[config.mk]
export PLATFORM = sky130hd
export DESIGN_NAME = peripheral_bridge_apb4_ahb3_master
export DESIGN_NICKNAME = d
export VERILOG_FILES = /design/src/rtl/peripheral_bridge_pkg.sv /design/src/rtl/peripheral_bridge_strb_decode.sv /design/src/rtl/peripheral_bridge_apb4_ahb3_master.sv
export SDC_FILE = /design/constraint.sdc
export NUM_CORES = 1
export LEC_CHECK = 0
export BUFFER_PORTS_ARGS = -buffer_cell sky130_fd_sc_hd__buf_4
export CORE_ASPECT_RATIO = 0.9
export CORE_MARGIN = 2
export CORE_UTILIZATION = 45
export CTS_BUF_LIST = sky130_fd_sc_hd__clkbuf_8
export CTS_CLUSTER_SIZE = 30
export DETAILED_ROUTE_END_ITERATION = 16
export PLACE_DENSITY_LB_ADDON = 0.12
export SLEW_MARGIN = 20
export SYNTH_ARGS = -nofsm -noshare
export SYNTH_HDL_FRONTEND = slang
export SYNTH_HIERARCHICAL = 1
export SYNTH_SLANG_ARGS = --single-unit
[constraint.sdc]
create_clock -name CLK -period 3 [get_ports CLK]
set_input_delay 0.3 -clock CLK [delete_from_list [all_inputs] [get_ports CLK]]
set_output_delay 0.3 -clock CLK [all_outputs]
set_load 0.005 [all_outputs]
[src/rtl/peripheral_bridge_pkg.sv]
// Shared types and constants for the APB4-slave to AHB3-Lite-master bridge.
// Contents: FSM state enum, HTRANS/HSIZE/HBURST encodings, HPROT reset value.
package peripheral_bridge_pkg;

  typedef enum logic [1:0] {
    ST_IDLE = 2'b00,
    ST_ADDR = 2'b01,
    ST_DATA = 2'b10,
    ST_RESP = 2'b11
  } bridge_state_e;

  localparam logic [1:0] HTRANS_IDLE   = 2'b00;
  localparam logic [1:0] HTRANS_NONSEQ = 2'b10;

  localparam logic [2:0] HSIZE_BYTE = 3'b000;
  localparam logic [2:0] HSIZE_HALF = 3'b001;
  localparam logic [2:0] HSIZE_WORD = 3'b010;

  localparam logic [2:0] HBURST_SINGLE = 3'b000;

  localparam logic [3:0] HPROT_RESET = 4'b0011;

endpackage

[src/rtl/peripheral_bridge_strb_decode.sv]
// Combinational decode of an APB4 write strobe into an AHB transfer size and
// the low two address bits. Reads are always word sized at a word boundary.
// Ports:
//   pstrb   in  4  APB byte strobes
//   pwrite  in  1  APB direction, 1 = write
//   hsize   out 3  AHB transfer size
//   addr_lo out 2  AHB address bits [1:0]
//   illegal out 1  strobe pattern has no single AHB transfer equivalent
module peripheral_bridge_strb_decode
  import peripheral_bridge_pkg::*;
(
  input  logic [3:0] pstrb,
  input  logic       pwrite,
  output logic [2:0] hsize,
  output logic [1:0] addr_lo,
  output logic       illegal
);

  always_comb begin
    hsize   = HSIZE_WORD;
    addr_lo = 2'b00;
    illegal = 1'b0;
    if (pwrite) begin
      case (pstrb)
        4'b1111: begin hsize = HSIZE_WORD; addr_lo = 2'b00; end
        4'b0011: begin hsize = HSIZE_HALF; addr_lo = 2'b00; end
        4'b1100: begin hsize = HSIZE_HALF; addr_lo = 2'b10; end
        4'b0001: begin hsize = HSIZE_BYTE; addr_lo = 2'b00; end
        4'b0010: begin hsize = HSIZE_BYTE; addr_lo = 2'b01; end
        4'b0100: begin hsize = HSIZE_BYTE; addr_lo = 2'b10; end
        4'b1000: begin hsize = HSIZE_BYTE; addr_lo = 2'b11; end
        default: illegal = 1'b1;
      endcase
    end
  end

endmodule

[src/rtl/peripheral_bridge_apb4_ahb3_master.sv]
// APB4 slave to AHB3-Lite master bridge. Each APB transfer is replayed as a
// single NONSEQ AHB transfer; one transfer outstanding, single clock domain.
// All outputs are registered.
// Ports:
//   CLK, RST                     clock, synchronous active-high reset
//   PSEL..PPROT                  APB4 request inputs
//   PRDATA, PREADY, PSLVERR      APB4 completion outputs
//   HADDR..HMASTLOCK             AHB3-Lite master request outputs
//   HRDATA, HREADY, HRESP        AHB3-Lite slave response inputs
//
// state | meaning
// IDLE  | waiting for an APB setup cycle
// ADDR  | AHB address phase, NONSEQ on the bus until HREADY
// DATA  | AHB data phase, waiting for HREADY to capture the response
// RESP  | PREADY pulse to the APB side, then back to IDLE
module peripheral_bridge_apb4_ahb3_master
  import peripheral_bridge_pkg::*;
#(
  parameter int HADDR_SIZE = 8,
  parameter int HDATA_SIZE = 32
) (
  input  logic                  CLK,
  input  logic                  RST,
  input  logic                  PSEL,
  input  logic                  PENABLE,
  input  logic [HADDR_SIZE-1:0] PADDR,
  input  logic                  PWRITE,
  input  logic [HDATA_SIZE-1:0] PWDATA,
  input  logic [3:0]            PSTRB,
  input  logic [2:0]            PPROT,
  output logic [HDATA_SIZE-1:0] PRDATA,
  output logic                  PREADY,
  output logic                  PSLVERR,
  output logic [HADDR_SIZE-1:0] HADDR,
  output logic [HDATA_SIZE-1:0] HWDATA,
  input  logic [HDATA_SIZE-1:0] HRDATA,
  output logic                  HWRITE,
  output logic [2:0]            HSIZE,
  output logic [2:0]            HBURST,
  output logic [3:0]            HPROT,
  output logic [1:0]            HTRANS,
  output logic                  HMASTLOCK,
  input  logic                  HREADY,
  input  logic                  HRESP
);

  bridge_state_e state_q, state_nxt;

  logic [HDATA_SIZE-1:0] wdata_q, wdata_nxt;
  logic [HDATA_SIZE-1:0] prdata_nxt, hwdata_nxt;
  logic [HADDR_SIZE-1:0] haddr_nxt;
  logic [2:0]            hsize_nxt;
  logic [3:0]            hprot_nxt;
  logic [1:0]            htrans_nxt;
  logic                  hwrite_nxt, pready_nxt, pslverr_nxt;

  logic [2:0] dec_hsize;
  logic [1:0] dec_addr_lo;
  logic       dec_illegal;

  // PADDR[1:0] is replaced by the strobe-derived offset; PPROT[1] has no AHB
  // counterpart.
  logic unused_bits;
  assign unused_bits = ^{PADDR[1:0], PPROT[1]};

  peripheral_bridge_strb_decode u_strb_decode (
    .pstrb   (PSTRB),
    .pwrite  (PWRITE),
    .hsize   (dec_hsize),
    .addr_lo (dec_addr_lo),
    .illegal (dec_illegal)
  );

  always_comb begin
    state_nxt   = state_q;
    wdata_nxt   = wdata_q;
    prdata_nxt  = PRDATA;
    hwdata_nxt  = HWDATA;
    haddr_nxt   = HADDR;
    hsize_nxt   = HSIZE;
    hprot_nxt   = HPROT;
    htrans_nxt  = HTRANS;
    hwrite_nxt  = HWRITE;
    pready_nxt  = PREADY;
    pslverr_nxt = PSLVERR;

    case (state_q)
      ST_IDLE: begin
        if (PSEL && !PENABLE) begin
          if (dec_illegal) begin
            // No AHB transfer; complete the APB access with an error.
            state_nxt   = ST_RESP;
            pready_nxt  = 1'b1;
            pslverr_nxt = 1'b1;
          end else begin
            state_nxt  = ST_ADDR;
            htrans_nxt = HTRANS_NONSEQ;
            haddr_nxt  = {PADDR[HADDR_SIZE-1:2], dec_addr_lo};
            hsize_nxt  = dec_hsize;
            hwrite_nxt = PWRITE;
            hprot_nxt  = {2'b00, PPROT[0], ~PPROT[2]};
            if (PWRITE) wdata_nxt = PWDATA;
          end
        end
      end
      ST_ADDR: begin
        if (HREADY) begin
          state_nxt  = ST_DATA;
          htrans_nxt = HTRANS_IDLE;
          if (HWRITE) hwdata_nxt = wdata_q;
        end
      end
      ST_DATA: begin
        // The first ERROR cycle (HREADY=0) simply extends the wait; there is
        // never a following transfer to cancel.
        if (HREADY) begin
          state_nxt   = ST_RESP;
          pready_nxt  = 1'b1;
          pslverr_nxt = HRESP;
          if (!HWRITE) prdata_nxt = HRDATA;
        end
      end
      ST_RESP: begin
        state_nxt   = ST_IDLE;
        pready_nxt  = 1'b0;
        pslverr_nxt = 1'b0;
      end
      default: state_nxt = ST_IDLE;
    endcase
  end

  always_ff @(posedge CLK) begin
    if (RST) begin
      state_q   <= ST_IDLE;
      wdata_q   <= '0;
      PRDATA    <= '0;
      PREADY    <= 1'b0;
      PSLVERR   <= 1'b0;
      HADDR     <= '0;
      HWDATA    <= '0;
      HWRITE    <= 1'b0;
      HSIZE     <= HSIZE_WORD;
      HBURST    <= HBURST_SINGLE;
      HPROT     <= HPROT_RESET;
      HTRANS    <= HTRANS_IDLE;
      HMASTLOCK <= 1'b0;
    end else begin
      state_q   <= state_nxt;
      wdata_q   <= wdata_nxt;
      PRDATA    <= prdata_nxt;
      PREADY    <= pready_nxt;
      PSLVERR   <= pslverr_nxt;
      HADDR     <= haddr_nxt;
      HWDATA    <= hwdata_nxt;
      HWRITE    <= hwrite_nxt;
      HSIZE     <= hsize_nxt;
      HBURST    <= HBURST_SINGLE;
      HPROT     <= hprot_nxt;
      HTRANS    <= htrans_nxt;
      HMASTLOCK <= 1'b0;
    end
  end

endmodule
==> results.sh <==
export IMPL_worstReg2RegStart="state_q[1]$_SDFFE_PP0P_"
export IMPL_overflow=0
export IMPL_synthesis_area_sq_um=4520
export IMPL_placementRows=34
export IMPL_stdcell_area_sq_um=6070
export IMPL_cp_end_kind="register"
export IMPL_synth_commonest_cells="nand2_1 (156), dfxtp_1 (115), a21oi_1 (108)"
export IMPL_synthMostInstantiatedCell="nand2_1"
export IMPL_holdWs_ns=0.0832
export IMPL_vias=4242
export IMPL_grt_usage_pct=22.3
export IMPL_io_pins=174
export IMPL_grt_antenna_before_repair=0
export IMPL_startpoint_type="register"
export IMPL_cts_tree="done"
export IMPL_grt_pass1_wl_mm=18.9
export IMPL_reg2reg_slack_ns=0.98
export IMPL_yosysSeqAreaShare_pct=50.9
export IMPL_drt_first_pass_iters=4
export IMPL_yosysTopAreaCellShare_pct=50.9
export IMPL_tns_ns=0
export IMPL_ctsResizeCount=0
export IMPL_post_dp_cell_area_sq_um=5720
export IMPL_avgSynthCellArea_sq_um=8.09
export IMPL_cp_data_required_time_ns=3.34
export IMPL_final_max_slew_viol_count=0
export IMPL_min_period_ns=2.02
export IMPL_gp_congestion=0.768
export IMPL_area_growth_synth_to_final_pct=34.2
export IMPL_placed_cells=810
export IMPL_crit_arrival_ns=2.36
export IMPL_drive_gt1_share_pct=28.8
export IMPL_fillers=908
export IMPL_diodes=0
export IMPL_io_buffers=163
export IMPL_drv_cap=0
export IMPL_grt_start_max_net_pins=75
export IMPL_core_area_sq_um=9740
export IMPL_ctsHoldBuffers=0
export IMPL_dp_hpwl_mm=7.90
export IMPL_synthTopCellsByArea="dfxtp_1 (51%), nand2_1 (13%), a21oi_1 (12%), nand3_1 (4.0%), o21ai_0 (3.3%)"
export IMPL_post_route_period_util_pct=67.4
export IMPL_clockRootBuffer="clkbuf_8"
export IMPL_power_density_nw_per_um2=621
export IMPL_critPathCapture="wdata_q[9]$_SDFFE_PP0P_"
export IMPL_tightestPinTransition_ns=0.944
export IMPL_via_per_inst=5.06
export IMPL_start_util_pct=46.4
export IMPL_r2r_cells=5
export IMPL_cp_max_fo=32
export IMPL_syn_inst=559
export IMPL_final_nets=795
export IMPL_rsz0062_at_grt="false"
export IMPL_relSlewSlack_pct=37.0
export IMPL_setup_worst_path_start="state_q[1]$_SDFFE_PP0P_"
export IMPL_drt_wl_total_mm=11.9
export IMPL_p_leak_nw=2.47
export IMPL_worst_r2r_endpoint="wdata_q[9]$_SDFFE_PP0P_"
export IMPL_clk_pin_slew_ns=0.07
export IMPL_synth_edf_count=0
export IMPL_finalHoldViolCount=0
export IMPL_critPathKind="register to register"
export IMPL_synth_top_cell_by_area="dfxtp_1"
export IMPL_fmaxAchievable_mhz=494
export IMPL_postRouteAntennaNets=0
export IMPL_status="completed"
export IMPL_fin_cells=839
export IMPL_grt_pass1_vias=4043
export IMPL_ys_flop_type="dfxtp_1"
export IMPL_fin_skew_ns=0.00496
export IMPL_htreeDepth=4
export IMPL_postCtsSetupBuffers=0
export IMPL_wl_per_cell_microns=14.1
export IMPL_numCtsBuffers=17
export IMPL_cts_buffer_depth=2
export IMPL_drt_iter0_drc=223
export IMPL_finalSetupViolations=0
export IMPL_synth_cell_types=44
export IMPL_drc=0
export IMPL_p_total_mw=3.77
export IMPL_clkLatencyLatePin_ns=0.42
export IMPL_ir_drop_v=0.000370
export IMPL_yosys_warnings=6
export IMPL_die_x_microns=110
export IMPL_cts_sinks=115
export IMPL_ys_seq_elements=115
export IMPL_min_path_type="input pin to register"
export IMPL_die_y_microns=99.1
export IMPL_die_area_sq_um=10900
export IMPL_synth_async_reset_ratio_pct=0
[sequential cells by signal, summed over array words and instances (netlist names)]
register  count
PSLVERR       1
HSIZE         3
state_q       2
PREADY        1
HTRANS        1
HWDATA       32
wdata_q      32
HPROT         2
HADDR         8
PRDATA       32
HWRITE        1
[how the worst min path moves through the flow]
stage | from | end | cells past startpoint
finish | PPROT[0] | HPROT[1]$_SDFFE_PP1P_ | 3
global route | PPROT[2] | HPROT[0]$_SDFFE_PP1P_ | 2
CTS | PPROT[0] | HPROT[1]$_SDFFE_PP1P_ | 3
detailed placement | wdata_q[18]$_SDFFE_PP0P_ | HWDATA[18]$_SDFFE_PP0P_ | 2
global placement | wdata_q[23]$_SDFFE_PP0P_ | HWDATA[23]$_SDFFE_PP0P_ | 2
floorplan | PPROT[0] | HPROT[1]$_SDFFE_PP1P_ | 2
[logic make-up after synthesis]
logic type	synth area share (%)
adder cells (fa/ha/maj)	1.66
other	0.166
AND/OR/NAND/NOR	21.2
multiplexers	0.692
buffers and inverters	6.53
XOR/XNOR	0.194
AO/OA/AOI/OAI	18.6
flip-flops	50.9
[worst max-delay path: stages, from the launching register on]
cell and delay [ns]:
dfxtp_1 0.33, inv_1 0.15, ha_1 0.35, and4bb_2 0.77, nand3_1 0.16, a21oi_1 0.17
[power by group]
group	switching [mW]	internal, mW	leakage, nW
combinational	0.417	0.363	1.35
clock	0.577	0.715	0.193
sequential	0.0605	1.64	0.931
total	1.05	2.71	2.47
[final cells by class]
class                   count  area [sq um]  share of cell area (%)
flip-flops and latches    115          2300                    37.9
multi-input cells         391          1950                    32.1
repair buffers            171          1280                    21.1
clock buffers              21           289                    4.76
well taps                 126           158                    2.60
clock inverters             8          63.8                    1.05
inverters                   7          26.3                   0.433
[layout by cell type (no fill, tap or decap), types with 5 or more instances in the layout]
| cell type | instances |
|---|---|
| buf_4 | 171 |
| nand2_1 | 156 |
| dfxtp_1 | 115 |
| a21oi_1 | 108 |
| nand3_1 | 36 |
| o21ai_0 | 30 |
| clkbuf_8 | 21 |
| inv_1 | 10 |
| conb_1 | 8 |
| nor2_1 | 6 |
| ha_1 | 6 |
| o21ai_1 | 5 |
[layer usage]
layer	global-route usage (%)	up-vias	wire, microns
li1	-	2145	-
met1	26.7	1958	5050
met2	36.1	133	5750
met3	9.31	6	996
met4	7.21	0	69
met5	0	-	0
[stage by stage]
stage          util (%)  setup WS (ns)
6_report           62.3          0.977
5_1_grt            62.3          0.855
4_1_cts            62.3          0.996
3_5_place_dp       58.7          0.744
3_3_place_gp       58.7          0.845
2_1_floorplan         -          0.800
Note: power is estimated with default switching activity, not from simulation.
